**config.mk**
```make
export PLATFORM = sky130hd
export DESIGN_NAME = sha1_iter
export DESIGN_NICKNAME = d
export VERILOG_FILES = /design/src/rtl/sha1_iter.sv
export SDC_FILE = /design/constraint.sdc
export NUM_CORES = 2
export LEC_CHECK = 0
export CAP_MARGIN = 20
export CELL_PAD_IN_SITES_DETAIL_PLACEMENT = 0
export CELL_PAD_IN_SITES_GLOBAL_PLACEMENT = 1
export CORE_UTILIZATION = 48
export CTS_CLUSTER_DIAMETER = 30
export DETAILED_ROUTE_END_ITERATION = 8
export PLACE_DENSITY = 0.83
export SLEW_MARGIN = 40
export SYNTH_ARGS = -nofsm -noshare
export SYNTH_HDL_FRONTEND = slang
export SYNTH_SLANG_ARGS = --single-unit
```
**constraint.sdc**
```tcl
create_clock -name clk -period 65.9 [get_ports clk]
set_input_delay 9.885 -clock clk [delete_from_list [all_inputs] [get_ports clk]]
set_output_delay 9.885 -clock clk [all_outputs]
set_load 0.005 [all_outputs]
```
**src/rtl/sha1_iter.sv**
```systemverilog
// Iterative SHA-1 compression engine: UNROLL rounds per clock over a 16-word sliding
// schedule window, with optional multi-block chaining through the H register.
module sha1_iter #(
   parameter int UNROLL   = 1,
   parameter bit CHAIN_EN = 1'b1
) (
   input  logic         clk,
   input  logic         rstn,
   input  logic [511:0] din,
   input  logic         din_first,
   input  logic         din_vld,
   output logic         din_rdy,
   output logic [159:0] dout,
   output logic         dout_vld,
   input  logic         dout_rdy,
   output logic         busy
);

   localparam logic [159:0] IV   = 160'h67452301_EFCDAB89_98BADCFE_10325476_C3D2E1F0;
   localparam logic [6:0]   LAST = 7'(80 - UNROLL);
   localparam logic [6:0]   STEP = 7'(UNROLL);

   generate
      if (UNROLL != 1 && UNROLL != 2 && UNROLL != 4 && UNROLL != 5 &&
          UNROLL != 8 && UNROLL != 10 && UNROLL != 16 && UNROLL != 20) begin : g_bad_unroll
         $error("sha1_iter: UNROLL must divide 80 and be one of 1,2,4,5,8,10,16,20");
      end
   endgenerate

   typedef enum logic [1:0] {IDLE, RUN, DONE} state_t;

   state_t        state, state_nxt;
   logic [6:0]    cnt;
   logic [159:0]  h_q;
   logic [159:0]  start_q;
   logic [159:0]  v_q;
   logic [31:0]   win_q [16];
   logic [159:0]  vn;
   logic [31:0]   wn [16];
   logic [31:0]   nw;
   logic [159:0]  digest;
   logic          accept;
   logic          last_edge;
   logic [159:0]  init_val;

   function automatic logic [159:0] sha1_round(input logic [159:0] s, input logic [31:0] w,
                                               input logic [6:0] t);
      logic [31:0] a, b, c, d, e, f, k, tmp;
      {a, b, c, d, e} = s;
      if (t < 7'd20) begin
         f = (b & c) | (~b & d);
         k = 32'h5A827999;
      end else if (t < 7'd40) begin
         f = b ^ c ^ d;
         k = 32'h6ED9EBA1;
      end else if (t < 7'd60) begin
         f = (b & c) | (b & d) | (c & d);
         k = 32'h8F1BBCDC;
      end else begin
         f = b ^ c ^ d;
         k = 32'hCA62C1D6;
      end
      tmp = {a[26:0], a[31:27]} + f + e + k + w;
      return {tmp, a, {b[1:0], b[31:2]}, c, d};
   endfunction

   assign din_rdy   = (state == IDLE);
   assign busy      = (state != IDLE);
   assign dout_vld  = (state == DONE);
   assign accept    = din_vld && din_rdy;
   assign last_edge = (state == RUN) && (cnt == LAST);
   assign init_val  = (din_first || !CHAIN_EN) ? IV : h_q;

   // NOTE: vn/wn are rewritten once per unrolled round, so they must use blocking
   // assignments here; every registered value below uses non-blocking ones.
   always_comb begin
      vn = v_q;
      wn = win_q;
      nw = '0;
      for (int r = 0; r < UNROLL; r++) begin
         vn = sha1_round(vn, wn[0], cnt + 7'(r));
         nw = wn[13] ^ wn[8] ^ wn[2] ^ wn[0];
         nw = {nw[30:0], nw[31]};
         for (int i = 0; i < 15; i++) wn[i] = wn[i + 1];
         wn[15] = nw;
      end
   end

   assign digest = {start_q[159:128] + vn[159:128], start_q[127:96] + vn[127:96],
                    start_q[95:64]   + vn[95:64],   start_q[63:32]  + vn[63:32],
                    start_q[31:0]    + vn[31:0]};

   always_comb begin
      state_nxt = state;
      case (state)
         IDLE:    if (din_vld) state_nxt = RUN;
         RUN:     if (cnt == LAST) state_nxt = DONE;
         DONE:    if (dout_rdy) state_nxt = IDLE;
         default: state_nxt = IDLE;
      endcase
   end

   always_ff @(posedge clk or negedge rstn) begin
      if (!rstn) begin
         state <= IDLE;
         cnt   <= '0;
         h_q   <= IV;
         dout  <= '0;
      end else begin
         state <= state_nxt;
         if (accept) cnt <= '0;
         else if (state == RUN && cnt != LAST) cnt <= cnt + STEP;
         if (last_edge) begin
            dout <= digest;
            h_q  <= digest;
         end
      end
   end

   // NOTE: working state and schedule window are deliberately not reset; they are
   // always reloaded on accept before the FSM can consume them.
   always_ff @(posedge clk) begin
      if (accept) begin
         v_q     <= init_val;
         start_q <= init_val;
         for (int i = 0; i < 16; i++) win_q[i] <= din[511 - 32*i -: 32];
      end else if (state == RUN) begin
         v_q   <= vn;
         win_q <= wn;
      end
   end

endmodule

```
==> metrics.txt <==
# TYPE chip_impl_metric gauge
chip_impl_info{name="leading_cell_types_in_the_layout_fill_and_taps_excluded",value="sky130_fd_sc_hd__nand2_1, sky130_fd_sc_hd__edfxtp_1, sky130_fd_sc_hd__clkdlybuf4s50_1"} 1
chip_impl_info{name="outcome",value="completed"} 1
chip_impl_metric{name="crit_arrival",unit="ns"} 13.33
chip_impl_info{name="yosysTopAreaCell",value="sky130_fd_sc_hd__edfxtp_1"} 1
chip_impl_metric{name="total_vias_in_the_final_route",unit=""} 43520
chip_impl_metric{name="finalHoldViolCount",unit=""} 0
chip_impl_metric{name="fmaxAchievable",unit="GHz"} 0.07763
chip_impl_metric{name="gp_routability_congestion",unit=""} 0.9648
chip_impl_metric{name="postCtsHoldBufs",unit=""} 0
chip_impl_metric{name="cts_repair_resizes",unit=""} 0
chip_impl_metric{name="core-area",unit="sq um"} 117900
chip_impl_metric{name="clkLatencyLatePin",unit="ns"} 0.85
chip_impl_metric{name="grt_start_max_net_pins",unit=""} 207
chip_impl_metric{name="die_height",unit="um"} 346.8
chip_impl_metric{name="initial_core_util",unit="%"} 48.39
chip_impl_metric{name="vias_in_the_first_global_route",unit=""} 43260
chip_impl_metric{name="timing.final.crit_share",unit="%"} 19.55
chip_impl_metric{name="instances_no_fill",unit=""} 8021
chip_impl_info{name="cts_root_buffer",value="sky130_fd_sc_hd__clkbuf_16"} 1
chip_impl_metric{name="dieArea",unit="sq um"} 120300
chip_impl_metric{name="ctsHtreeMaxLevel",unit=""} 4
chip_impl_info{name="hold_path_class",value="flip-flop to flip-flop"} 1
chip_impl_metric{name="post_synth.cell_area_avg",unit="sq um"} 10.22
chip_impl_info{name="cp-endpoint",value="win_q[357]"} 1
chip_impl_metric{name="grt_use_total",unit="%"} 31.96
chip_impl_metric{name="route.detailed.drc",unit=""} 0
chip_impl_metric{name="wl_per_cell",unit="um"} 24.26
chip_impl_metric{name="ys_async_sr_fraction",unit="%"} 23.03
chip_impl_metric{name="core.rowCount",unit=""} 126
chip_impl_info{name="worstReg2RegEnd",value="dout[157]"} 1
chip_impl_metric{name="pre_antenna_drt_iters",unit=""} 6
chip_impl_info{name="dominantRegCellSynth",value="sky130_fd_sc_hd__edfxtp_1"} 1
chip_impl_metric{name="routed_wl",unit="um"} 194600
chip_impl_metric{name="maxCapViolCount",unit=""} 0
chip_impl_metric{name="post_synth_num_cell_types",unit=""} 74
chip_impl_metric{name="grt_first_pass_wirelength",unit="um"} 279000
chip_impl_metric{name="yosysSeqAreaShare",unit="%"} 54.88
chip_impl_metric{name="reg2reg_setup_slack",unit="ns"} 57.71
chip_impl_metric{name="drt-vias-per-instance",unit=""} 5.426
chip_impl_metric{name="worstPathRequired",unit="ns"} 66.35
chip_impl_metric{name="timing.final.crit_period",unit="ns"} 12.88
chip_impl_metric{name="worst-path-max-fanout",unit=""} 94
chip_impl_metric{name="synth.net_count",unit=""} 6422
chip_impl_info{name="rsz_0062_raised_after_global_routing",value="false"} 1
chip_impl_info{name="final_common_cell",value="sky130_fd_sc_hd__nand2_1"} 1
chip_impl_metric{name="fillers",unit=""} 9643
chip_impl_metric{name="globalRouteOverflowTotal",unit=""} 0
chip_impl_metric{name="port_buffers",unit=""} 679
chip_impl_metric{name="max-slew-margin-rel",unit="%"} 36.02
chip_impl_metric{name="netlist.area_leader.share",unit="%"} 43.79
chip_impl_info{name="timing_worst_setup_path_type",value="input pin to flip-flop"} 1
chip_impl_info{name="synth_top_cells_by_area",value="sky130_fd_sc_hd__edfxtp_1, sky130_fd_sc_hd__nand2_1, sky130_fd_sc_hd__dfrtp_1"} 1
chip_impl_metric{name="clock_skew",unit="ns"} 0.05514
chip_impl_metric{name="syn_area",unit="sq um"} 57060
chip_impl_metric{name="postCtsSetupBuffers",unit=""} 0
chip_impl_metric{name="max-clock-path-buffers",unit=""} 3
chip_impl_metric{name="total_negative_slack_for_setup_checks",unit="ns"} 0
chip_impl_metric{name="setup_viol_count_final",unit=""} 0
chip_impl_metric{name="drt_iter0_markers",unit=""} 3721
chip_impl_info{name="timing.critical_path.to_type",value="flip-flop"} 1
chip_impl_metric{name="synthesis.yosys.warnings",unit=""} 0
chip_impl_metric{name="numCtsBuffers",unit=""} 237
chip_impl_info{name="crit_reg_reg_startpoint",value="cnt[2]"} 1
chip_impl_info{name="tritoncts_clock_tree",value="yes"} 1
chip_impl_metric{name="clkSinkCount",unit=""} 1081
chip_impl_metric{name="report.final.slew_viol_count",unit=""} 0
chip_impl_metric{name="die_w",unit="um"} 346.8
chip_impl_metric{name="yosys_register_bits",unit=""} 1081
chip_impl_metric{name="antenna_found_initial",unit=""} 50
chip_impl_metric{name="ratio_of_cells_with_drive_above_1_in_the_final_layout",unit="%"} 11.13
chip_impl_metric{name="detailed_place_hpwl",unit="um"} 144900
chip_impl_metric{name="postRouteAntennaNets",unit=""} 0
chip_impl_metric{name="cell_count_after_placement",unit=""} 7543
chip_impl_metric{name="tightestPinTransition",unit="ns"} 0.9529
chip_impl_info{name="timing.critical_path.from_type",value="input pin"} 1
chip_impl_metric{name="num-nets-final",unit=""} 7086
chip_impl_metric{name="worst_r2r_path_depth",unit=""} 32
chip_impl_metric{name="clkSlewWorstSetupHoldPaths",unit="ns"} 0.05
chip_impl_info{name="crit_path_start",value="din_vld"} 1
chip_impl_metric{name="area.growth.synth_to_final",unit="%"} 29.44
chip_impl_metric{name="synth-edff-count",unit=""} 832
chip_impl_metric{name="floorplan.io_pins",unit=""} 680
chip_impl_metric{name="netlist_instances",unit=""} 5583
metal layers:
metal	global-route usage, %	part of all wire, %	up-vias
met5	0	0.15	-
met4	16.90	5.2	46
met3	8.138	7.8	428
met2	54.98	50	1760
met1	36.52	37	21120
li1	-	-	20170
how the worst min path moves through the flow:
stage               startpoint       end  slack [ns]  cells after the start
floorplan             h_q[123]  h_q[123]        0.43                      2
global route            h_q[8]    h_q[8]        0.46                      2
finish                h_q[158]  h_q[158]        0.45                      2
CTS                   h_q[158]  h_q[158]        0.45                      2
detailed placement    h_q[158]  h_q[158]        0.44                      2
global placement      h_q[123]  h_q[123]        0.44                      2
per-stage QoR:
stage / util, % / instance area [sq um] / hold slack [ns] / worst slack (ns)
6_report: 62.63 / 73850 / 0.4491 / 53.02
5_1_grt: 62.62 / 73840 / 0.4572 / 52.95
4_1_cts: 62.53 / 73730 / 0.4498 / 53.11
3_5_place_dp: 55.07 / 64940 / 0.4442 / 52.23
3_3_place_gp: 54.89 / 64720 / 0.4396 / 51.39
2_1_floorplan: - / 57060 / 0.4311 / 26.20
logic make-up (layout without fill, tap and decap cells):
logic type / count (synthesis) / in the layout / synth area share (%)
mux: 106 / 106 / 2.020
xor+xnor: 269 / 269 / 4.155
flops: 1081 / 1081 / 54.88
compound gates: 703 / 703 / 7.945
buf+inv: 513 / 1389 / 3.901
other cells: 0 / 26 / 0
fa+ha+maj: 322 / 322 / 8.706
simple gates: 2589 / 2589 / 18.39
cell usage after synthesis (all sizes together) (16+ instances only):
master,instances
clkbuf,210
nand4,16
edfxtp,832
inv,213
o21bai,19
mux2,73
nand2b,23
o21a,29
o21ai,223
a21o,128
a211oi,20
and3,19
fa,125
xnor2,204
a31oi,24
nor2b,92
nor3,25
nand2,2153
dfstp,80
dfrtp,169
xor2,64
or2,80
a21oi,143
mux2i,33
nand3,27
nor2,116
buf,90
ha,197
worst max-delay path: stages:
cell                              delay [ns]
sky130_fd_sc_hd__clkdlybuf4s50_1        0.54
sky130_fd_sc_hd__nor2_1                 0.10
sky130_fd_sc_hd__nor2_4                 0.13
sky130_fd_sc_hd__buf_12                 0.44
sky130_fd_sc_hd__buf_4                  0.72
sky130_fd_sc_hd__buf_6                  0.63
sky130_fd_sc_hd__buf_6                  0.68
flip-flops by register name, indices dropped and copies added (netlist names):
| name | count |
|---|---|
| v_q | 160 |
| cnt | 7 |
| win_q | 512 |
| state | 2 |
| h_q | 80 |
| start_q | 160 |
| dout | 160 |
cell type report:
| cell class | instances | area, sq um | area share (%) |
|---|---|---|---|
| diodes | 26 | 65.06 | 0.08810 |
| clock buffers | 293 | 6504 | 8.806 |
| clock inverters | 158 | 2286 | 3.095 |
| inverters | 213 | 812.0 | 1.099 |
| multi-input cells | 3989 | 23590 | 31.93 |
| flip-flops and latches | 1081 | 31320 | 42.40 |
| well taps | 1536 | 1922 | 2.602 |
| repair buffers | 725 | 7366 | 9.973 |
Power is not shown: default switching activity piles up to over one toggle a cycle in this logic, so the estimate is an artifact.
